--- config.mk ---
export PLATFORM = sky130hd
export DESIGN_NAME = multi_counter_display_flat
export DESIGN_NICKNAME = d
export VERILOG_FILES = /design/src/rtl/multi_counter_display_if.sv /design/src/rtl/multi_counter_display.sv /design/src/flat_wrapper.sv
export SDC_FILE = /design/constraint.sdc
export NUM_CORES = 1
export LEC_CHECK = 0
export ABC_AREA = 1
export CAP_MARGIN = 20
export CORE_AREA = 3 3 144 146
export CTS_CLUSTER_DIAMETER = 50
export DETAILED_ROUTE_END_ITERATION = 7
export DIE_AREA = 0 0 147 149
export PLACE_DENSITY_LB_ADDON = 0.3
export SKIP_CTS_REPAIR_TIMING = 1
export SLEW_MARGIN = 5
export SYNTH_ARGS = -nofsm -noshare
export SYNTH_HDL_FRONTEND = slang
export SYNTH_SLANG_ARGS = --single-unit
--- constraint.sdc ---
create_clock -name clk -period 1.6 [get_ports clk]
set_input_delay 0.32 -clock clk [delete_from_list [all_inputs] [get_ports clk]]
set_output_delay 0.32 -clock clk [all_outputs]
set_load 0.1 [all_outputs]
--- src/rtl/multi_counter_display_if.sv ---
// Control and display bus of the counter bank: count/load/clear/capture controls in,
// scanned snapshot display and sticky boundary flags out.
interface multi_counter_display_if #(
    parameter int WIDTH    = 8,
    parameter int CHANNELS = 4
);
    localparam int SELW = $clog2(CHANNELS);

    logic [CHANNELS-1:0] ci;
    logic                up;
    logic                ld;
    logic [SELW-1:0]     ld_sel;
    logic [WIDTH-1:0]    ld_val;
    logic                clr;
    logic                cap;
    logic                hold;
    logic [WIDTH-1:0]    dsp;
    logic [SELW-1:0]     dsp_sel;
    logic [CHANNELS-1:0] bflag;

    // Controls are level-sampled on every rising clk edge; there is no handshake back-pressure.
    modport master (
        output ci, up, ld, ld_sel, ld_val, clr, cap, hold,
        input  dsp, dsp_sel, bflag
    );

    modport slave (
        input  ci, up, ld, ld_sel, ld_val, clr, cap, hold,
        output dsp, dsp_sel, bflag
    );
endinterface

--- src/rtl/multi_counter_display.sv ---
// Bank of up/down counters with sticky boundary flags, a capture-on-strobe snapshot stage
// and a free-running scan that time-multiplexes the snapshots onto one display bus.
module multi_counter_display #(
    parameter int WIDTH    = 8,
    parameter int CHANNELS = 4,
    parameter int SAT      = 0,
    parameter int SCAN_DIV = 4
) (
    input  logic                   clk,
    input  logic                   rst,
    multi_counter_display_if.slave bus
);
    localparam int SELW = $clog2(CHANNELS);
    localparam int DIVW = (SCAN_DIV > 1) ? $clog2(SCAN_DIV) : 1;
    localparam logic [WIDTH-1:0] MAX      = {WIDTH{1'b1}};
    localparam logic [SELW-1:0]  LAST_SEL = SELW'(CHANNELS - 1);
    localparam logic [DIVW-1:0]  LAST_DIV = DIVW'(SCAN_DIV - 1);

    logic [WIDTH-1:0]    cnt   [CHANNELS];
    logic [WIDTH-1:0]    cnt_d [CHANNELS];
    logic [WIDTH-1:0]    snap  [CHANNELS];
    logic [CHANNELS-1:0] bflag_q;
    logic [CHANNELS-1:0] bflag_d;
    logic [SELW-1:0]     sel_q;
    logic [DIVW-1:0]     div_q;
    logic                capture;

    assign capture = bus.cap & ~bus.hold;

    // Per-channel priority: clear, then load of this channel, then count, else hold.
    // An out-of-range ld_sel matches no channel, so that load simply has no effect.
    always_comb begin
        bflag_d = bflag_q;
        for (int i = 0; i < CHANNELS; i++) begin
            cnt_d[i] = cnt[i];
            if (bus.clr) begin
                cnt_d[i]   = '0;
                bflag_d[i] = 1'b0;
            end else if (bus.ld && (bus.ld_sel == SELW'(i))) begin
                cnt_d[i]   = bus.ld_val;
                bflag_d[i] = 1'b0;
            end else if (bus.ci[i]) begin
                if (bus.up) begin
                    if (cnt[i] == MAX) begin
                        bflag_d[i] = 1'b1;
                        cnt_d[i]   = (SAT != 0) ? MAX : '0;
                    end else begin
                        cnt_d[i] = cnt[i] + WIDTH'(1);
                    end
                end else begin
                    if (cnt[i] == '0) begin
                        bflag_d[i] = 1'b1;
                        cnt_d[i]   = (SAT != 0) ? '0 : MAX;
                    end else begin
                        cnt_d[i] = cnt[i] - WIDTH'(1);
                    end
                end
            end
        end
    end

    // Snapshots take the pre-edge counter values; clr does not touch them.
    always_ff @(posedge clk) begin
        if (!rst) begin
            for (int i = 0; i < CHANNELS; i++) begin
                cnt[i]  <= '0;
                snap[i] <= '0;
            end
            bflag_q <= '0;
        end else begin
            for (int i = 0; i < CHANNELS; i++) begin
                cnt[i] <= cnt_d[i];
                if (capture) begin
                    snap[i] <= cnt[i];
                end
            end
            bflag_q <= bflag_d;
        end
    end

    // Scan runs regardless of every control except reset.
    always_ff @(posedge clk) begin
        if (!rst) begin
            div_q <= '0;
            sel_q <= '0;
        end else if (div_q == LAST_DIV) begin
            div_q <= '0;
            sel_q <= (sel_q == LAST_SEL) ? '0 : sel_q + SELW'(1);
        end else begin
            div_q <= div_q + DIVW'(1);
        end
    end

    assign bus.dsp     = snap[sel_q];
    assign bus.dsp_sel = sel_q;
    assign bus.bflag   = bflag_q;
endmodule

--- src/flat_wrapper.sv ---
// flat-port wrapper written by rule: the top's interface ports become plain ports
module multi_counter_display_flat 
#(
    parameter int WIDTH    = 8,
    parameter int CHANNELS = 4,
    parameter int SAT      = 0,
    parameter int SCAN_DIV = 4
)
  (clk, rst, bus_ci, bus_up, bus_ld, bus_ld_sel, bus_ld_val, bus_clr, bus_cap, bus_hold, bus_dsp, bus_dsp_sel, bus_bflag);
  multi_counter_display_if #(.WIDTH(WIDTH), .CHANNELS(CHANNELS)) bus_i ();
  input  logic clk;
  input  logic rst;
  input wire logic [$bits(bus_i.ci)-1:0] bus_ci;
  input wire logic [$bits(bus_i.up)-1:0] bus_up;
  input wire logic [$bits(bus_i.ld)-1:0] bus_ld;
  input wire logic [$bits(bus_i.ld_sel)-1:0] bus_ld_sel;
  input wire logic [$bits(bus_i.ld_val)-1:0] bus_ld_val;
  input wire logic [$bits(bus_i.clr)-1:0] bus_clr;
  input wire logic [$bits(bus_i.cap)-1:0] bus_cap;
  input wire logic [$bits(bus_i.hold)-1:0] bus_hold;
  output wire logic [$bits(bus_i.dsp)-1:0] bus_dsp;
  output wire logic [$bits(bus_i.dsp_sel)-1:0] bus_dsp_sel;
  output wire logic [$bits(bus_i.bflag)-1:0] bus_bflag;
  assign bus_i.ci = bus_ci;
  assign bus_i.up = bus_up;
  assign bus_i.ld = bus_ld;
  assign bus_i.ld_sel = bus_ld_sel;
  assign bus_i.ld_val = bus_ld_val;
  assign bus_i.clr = bus_clr;
  assign bus_i.cap = bus_cap;
  assign bus_i.hold = bus_hold;
  assign bus_dsp = bus_i.dsp;
  assign bus_dsp_sel = bus_i.dsp_sel;
  assign bus_bflag = bus_i.bflag;
  multi_counter_display #(.WIDTH(WIDTH), .CHANNELS(CHANNELS), .SAT(SAT), .SCAN_DIV(SCAN_DIV)) u_core (.clk(clk), .rst(rst), .bus(bus_i));
endmodule
### Word level (Yosys, flattened, before mapping)

Memories as Yosys holds them, arrays and structs flattened. A register that Yosys moved wholly into a read port is not among the register bits.
Index checks and enable logic that the tools add are counted.

* flip-flop bits (word level): 8
* latch bits: 0
* RAM bits: 64
* memory bits (read-only): 0
* input bits: 21
* output and inout bits: 14
* word-level logic and storage cells: 116
* memories kept: 2

Memories
* u_core.cnt: words 4, width 8, rd ports 4, clocked after memory_dff 0, write ports 4, RTL line multi_counter_display.sv:19 `logic [WIDTH-1:0] cnt [CHANNELS];`
* u_core.snap: words 4, width 8, rd ports 1, clocked after memory_dff 1, write ports 4, RTL line multi_counter_display.sv:21 `logic [WIDTH-1:0] snap [CHANNELS];`

* $add $sub $neg: 10
* multiply operators: 0
* div/mod/pow operators: 0
* order comparisons: 0
* eq/ne operators: 13
* shift-type cells: 0
* mux-type cells: 52
* bitwise operators: 11
* reduce and logical (&&, ||, !) cells: 22

Operators by type and width (count)
* $mux W8: 32
* $add A8 B1 Y8 const B: 4
* $eq A8 B8 Y1 const B: 4
* $logic_not A8 Y1: 4
* $sub A8 B1 Y8 const B: 4
* $mux W1: 17
* $reduce_and A3 Y1: 4
* $reduce_or A3 Y1: 4
* $eq A2 B2 Y1 const B: 4
* $ne A2 B1 Y1 const B: 4
* $or A1 B1 Y1: 8
* $reduce_bool A2 Y1: 4
* $mux W2: 3
* $add A2 B1 Y2 const B: 2
* $logic_and A1 B1 Y1: 4
* $eq A2 B1 Y1 const B: 1
* $logic_not A2 Y1: 1
* $not A1 Y1: 2
* $reduce_or A2 Y1: 1
* $and A1 B1 Y1: 1

### Longest topological paths before layout

Gate-level depths: netlist of run 1.

* word-level depth: 7
* gate-level depth with buffers: 11
* depth with buffers taken out: 10

### Least setup slack after synthesis of run 1

Ideal clock, no wire load.

* path kind: register -> output
* from: register (tool-made name)
* to: output bus_dsp[2]
* arrival time: 2.313 ns
* required time: 1.280 ns
* path slack: -1.033 ns
* stages on the path, launching flop included: 5
* buffers on the path: 1
* cell sequence: dfxtp_1 > inv_1 > clkbuf_1 > o21ai_0 > o22ai_1

RTL lines
* to (decl): RTL line flat_wrapper.sv:21 `output wire logic [$bits(bus_i.dsp)-1:0] bus_dsp;`

==> impl_metrics.toml, run 1 <==
[power_and_ir_drop]
vdd_ir_drop_max_mv = 0.549
power.density_nw_per_um2 = 874
power_mw = 5.89
leakage_nw = 2.86

[detailed_routing]
wl_met1_um = 7130
wl_met3_um = 802
drc = 0
first_iter_violations = 479
routed_wl_um = 14900
wl_met2_um = 6760
wl_per_cell_um = 14.2
avgViaCountPerCell = 4.64
ant_nets = 0
vias = 4886
drt-pass1-iter-count = 5
routed.top_layer = "met4"

[timing]
fin_hold_ws_ns = 0.423
fin_ws_ns = -0.101
max_freq_mhz = 588
worstMarginPinSlew_ns = 0.378
timing.final.crit_period_ns = 1.70
drv_slew = 0
rsz0062_at_grt = "yes"
fin_skew_ns = 0.00928
finalHoldViolCount = 0
relSlewSlack_pct = 74.7
fin_crit_sh_pct = 106
fin_tns_setup_ns = -0.692
setup_viol = 8

[logic_synthesis]
ys_seq_area_share_pct = 37.1
syn_area_per_cell_um2 = 7.05
ys_seq_elements = 74
postSynthCellCount = 688
syn_area_um2 = 4850
synthTopCellsByArea = "edfxtp_1, dfxtp_1, nand2_1, nor2_1, inv_1"
ys_types = 38
ys_warn_count = 0
synth_top_area_share_pct = 19.8
syn-num-nets = 723
synth_largest_area_cell = "edfxtp_1"

[outcome]
status = "complete, but fails checks"
violations = "setup timing"

[finish]
final_cells = 1054
drive_gt1_share_pct = 24.1
nets = 819
num_antenna_cells = 0
syn_to_final_growth_pct = 38.9

[die]
ios = 35
rows = 51
die_y_um = 149
core-area_um2 = 19500
dieArea_um2 = 21900
die_w_um = 147
start_util_pct = 24.9

[placement]
place.gp.congestion = 0.902
hpwl_um = 11400
place_inst = 1032
port_buffers = 34
place_ws_ns = -0.355

[clock_tree]
cts-root-buf = "clkbuf_16"
tritoncts = "built"
clkTransAtPathRegs_ns = 0.06
htreeDepth = 3
numCtsBuffers = 9
cts_buffer_depth = 2
clkLatencyLatePin_ns = 0.34
clkSinkCount = 74

[worst_setup_path]
r2r_slack_ns = 0.13
r2r_end = "u_core.cnt[2][6]"
r2r_cells = 8
r2r-start = "u_core.cnt[2][3]"
critical_path_class = "flip-flop to output pin"
required_ns = 1.28
crit_fanout = 6
cp-end-kind = "output pin"
start_kind = "flip-flop"
arrival_ns = 1.38

[global_route]
grt_pass1_wl_um = 23900
grt-ovfl-total = 0
grt_pass1_vias = 4601
antenna_found_initial = 0
grt_usage_pct = 13.8
grt_max_degree = 33

[hold_path]
hold_class = "flip-flop to flip-flop"
worstHoldStart = "u_core.div_q[0]"
holdPathEnd = "u_core.div_q[0]"
holdPathStages = 1

[job]
maxCapViolations = 0
logic make-up (layout without fill, tap and decap cells):
logic type,count (synthesis),after routing,share of synthesized area (%)
xor+xnor,23,23,4.15
buf+inv,122,223,10.1
flops,74,74,37.1
simple gates,327,327,30.1
compound gates,128,128,14.9
fa+ha+maj,14,14,3.61
layout by cell type (no fill, tap or decap), drive strengths merged, types with 10 or more instances in the layout:
master	n
nand2	132
nor2	108
inv	99
buf	89
nand3	62
o21ai	45
dfxtp	42
a21oi	41
edfxtp	32
o22ai	25
clkdlybuf4s50	18
xor2	17
ha	14
nand4	13
clkbuf	10
how the worst max path moves through the flow:
stage / end / slack (ns) / cells after the start
after global routing: bus_dsp[5] / -0.16 / 4
after global placement: u_core.cnt[2][1] / -0.34 / 8
after floorplan: flip-flop / 0.02 / 3
after CTS: bus_dsp[1] / -0.26 / 4
after detailed placement: u_core.cnt[2][1] / -0.35 / 8
final: bus_dsp[5] / -0.10 / 4
cell type report:
type | count | area, um2
repair buffers | 109 | 1120
multi-input cells | 492 | 2800
clock buffers | 10 | 229
inverters | 98 | 382
flip-flops and latches | 74 | 1820
fillers | 2113 | 12800
clock inverters | 6 | 66.3
well taps | 265 | 332
registers in the layout, summed over array words and instances, names as in the netlist, named ones only:
register	count
u_core.cnt	32
u_core.bus.dsp_sel	2
u_core.bus.bflag	4
u_core.div_q	2
u_core.snap	32
worst max-delay path, cell delays in order, from the launching register on:
cell and delay [ns]:
dfxtp_4 0.41, buf_2 0.19, nor2_1 0.09, o22ai_4 0.15
buf_12 0.20
where the power goes:
group | internal (mW) | total (mW) | switching (mW)
clock network | 1.21 | 2.05 | 0.833
registers | 2.07 | 2.19 | 0.114
logic | 0.662 | 1.66 | 0.995
cells in the mapped netlist:
cell / n
clkinv_2: 1
nand3_4: 1
dfxtp_1: 42
nand3_1: 60
xnor2_1: 6
ha_1: 14
o21ai_1: 7
buf_2: 10
nand2_4: 3
and3_1: 1
or2_2: 4
o2111ai_1: 3
o21ai_0: 38
o211ai_1: 7
nor3_4: 2
a21oi_1: 40
a22oi_1: 1
nand2_1: 129
a221oi_1: 2
o31ai_1: 1
inv_4: 1
nor2_4: 2
clkbuf_1: 11
buf_4: 2
nor2_1: 97
nor2_2: 9
a21oi_2: 1
edfxtp_1: 32
inv_1: 86
o22ai_1: 25
xor2_1: 17
nor3_1: 4
nand3_2: 1
nand4_1: 13
buf_6: 1
a211oi_1: 3
nand3b_1: 1
inv_2: 10
through the flow:
stage                     instance area (um2)  utilization (%)
after CTS                                6540             33.5
after global placement                   6240             32.0
after floorplan                          4980                -
after global routing                     6740             34.5
final                                    6740             34.5
after detailed placement                 6240             32.0
metal layers:
metal	GRT usage, %	up-vias
li1	-	2469
met1	18.6	2252
met2	22.1	149
met3	3.28	16
met4	3.73	0
met5	0	-
Note: power is estimated with default switching activity, not from simulation.
==> run 2: changes to the inputs <==
- GPL_TIMING_DRIVEN: unset -> 1
==> results of run 2 <==
Same layout as run 1: the final DEF is identical, and so are final timing and power.
==> run 3: changes to the inputs <==
- SETUP_SLACK_MARGIN: unset -> 0.1
==> impl_metrics.toml, run 3 (synthesized netlist as in run 1, its figures left out) <==
[outcome]
status = "complete, but fails checks"
violations = "setup timing"

[worst_setup_path]
critical_path_class = "flip-flop to output pin"
cp-end-kind = "output pin"
crit_fanout = 8
required_ns = 1.28
arrival_ns = 1.41
start_kind = "flip-flop"
r2r_slack_ns = 0.08

[placement]
place.gp.congestion = 0.896
hpwl_um = 11500
port_buffers = 34
place_area_um2 = 6300
place_inst = 1039
place_ws_ns = -0.310

[die]
dieArea_um2 = 21900
die_y_um = 149
ios = 35
rows = 51
start_util_pct = 24.9
core-area_um2 = 19500
die_w_um = 147

[finish]
final_cells = 1072
drive_gt1_share_pct = 33.6
layout_common_cells = "nand2_1, buf_4, nor2_1, inv_1, nand3_1"
layout_commonest_cell = "nand2_1"
final_area_um2 = 7250
multi_input_area_um2 = 3040
fin_util_pct = 37.1
fill_cells = 2038
nets = 837
register_area_um2 = 1850
syn_to_final_growth_pct = 49.4
num_antenna_cells = 0

[clock_tree]
cts-root-buf = "clkbuf_16"
clkTransAtPathRegs_ns = 0.06
tritoncts = "built"
clkLatencyLatePin_ns = 0.35
htreeDepth = 3
cts_buffer_depth = 2
numCtsBuffers = 9
clkSinkCount = 74

[hold_path]
hold_class = "flip-flop to flip-flop"

[timing]
fin_skew_ns = 0.00634
fin_ws_ns = -0.128
relSlewSlack_pct = 76.2
worstMarginPinSlew_ns = 0.356
fin_crit_sh_pct = 108
fin_tns_setup_ns = -0.936
rsz0062_at_grt = "yes"
finalHoldViolCount = 0
drv_slew = 0
timing.final.crit_period_ns = 1.73
setup_viol = 8
max_freq_mhz = 579

[global_route]
antenna_found_initial = 0
grt-ovfl-total = 0
grt_usage_pct = 14.1
grt_max_degree = 33
grt_pass1_wl_um = 24500
grt_pass1_vias = 4739

[power_and_ir_drop]
vdd_ir_drop_max_mv = 0.640
leakage_nw = 3.02
power.density_nw_per_um2 = 864

[detailed_routing]
vias = 5012
first_iter_violations = 532
drc = 0
ant_nets = 0
avgViaCountPerCell = 4.68
wl_per_cell_um = 14.6
drt-pass1-iter-count = 5
routed_wl_um = 15700

[job]
maxCapViolations = 0
-- run 3: cell types whose count changed in the layout (fill, tap and decap cells not counted), moves of 7 or more --
cell	change
inv_2	+7
dfxtp_1	-18
dfxtp_2	+14
buf_4	+14
inv_1	-12
-- run 3: per-stage QoR --
step / power (mW) / hold WS (ns)
after detailed placement: 3.81 / 0.429
after floorplan: 3.22 / 0.404
final: 6.26 / 0.437
after CTS: 6.09 / 0.437
after global placement: 3.82 / 0.419
after global routing: 6.56 / 0.446
-- run 3: critical path, stage by stage (launching register included) --
cell	delay, ns
dfxtp_4	0.35
buf_12	0.15
buf_6	0.12
o21ai_2	0.06
o22ai_4	0.18
buf_12	0.20
-- run 3: final timing paths --
| check | from | to | cells past startpoint |
|---|---|---|---|
| worst max-delay path | flip-flop | bus_dsp[3] | 5 |
| worst min-delay path | u_core.div_q[0] | u_core.div_q[0] | 1 |
| worst max register to register | u_core.cnt[2][0] | u_core.cnt[2][5] | 11 |
| worst min register to register | u_core.div_q[0] | u_core.div_q[0] | 1 |
-- run 3: final cells by class --
cell class	count	area share (%)
multi-input combinational	492	41.9
sequential	74	25.5
timing repair buffer	127	17.6
inverter	98	5.81
tap	265	4.57
clock buffer	13	4.04
clock inverter	3	0.587
-- run 3: power breakdown --
| group | leakage [nW] | switching [mW] | internal, mW |
|---|---|---|---|
| Clock | 0.162 | 0.830 | 1.44 |
| Combinational | 2.16 | 1.07 | 0.734 |
| Sequential | 0.698 | 0.117 | 2.08 |
| Total | 3.02 | 2.02 | 4.25 |
-- run 3: layer usage --
layer  vias to the layer above  global-route usage [%]  share of wire [%]
met5                         -                       0                  0
met4                         0                    3.54               0.84
met3                        15                    3.31                6.1
met2                       160                    22.2                 46
met1                      2317                    19.5                 47
li1                       2520                       -                  -
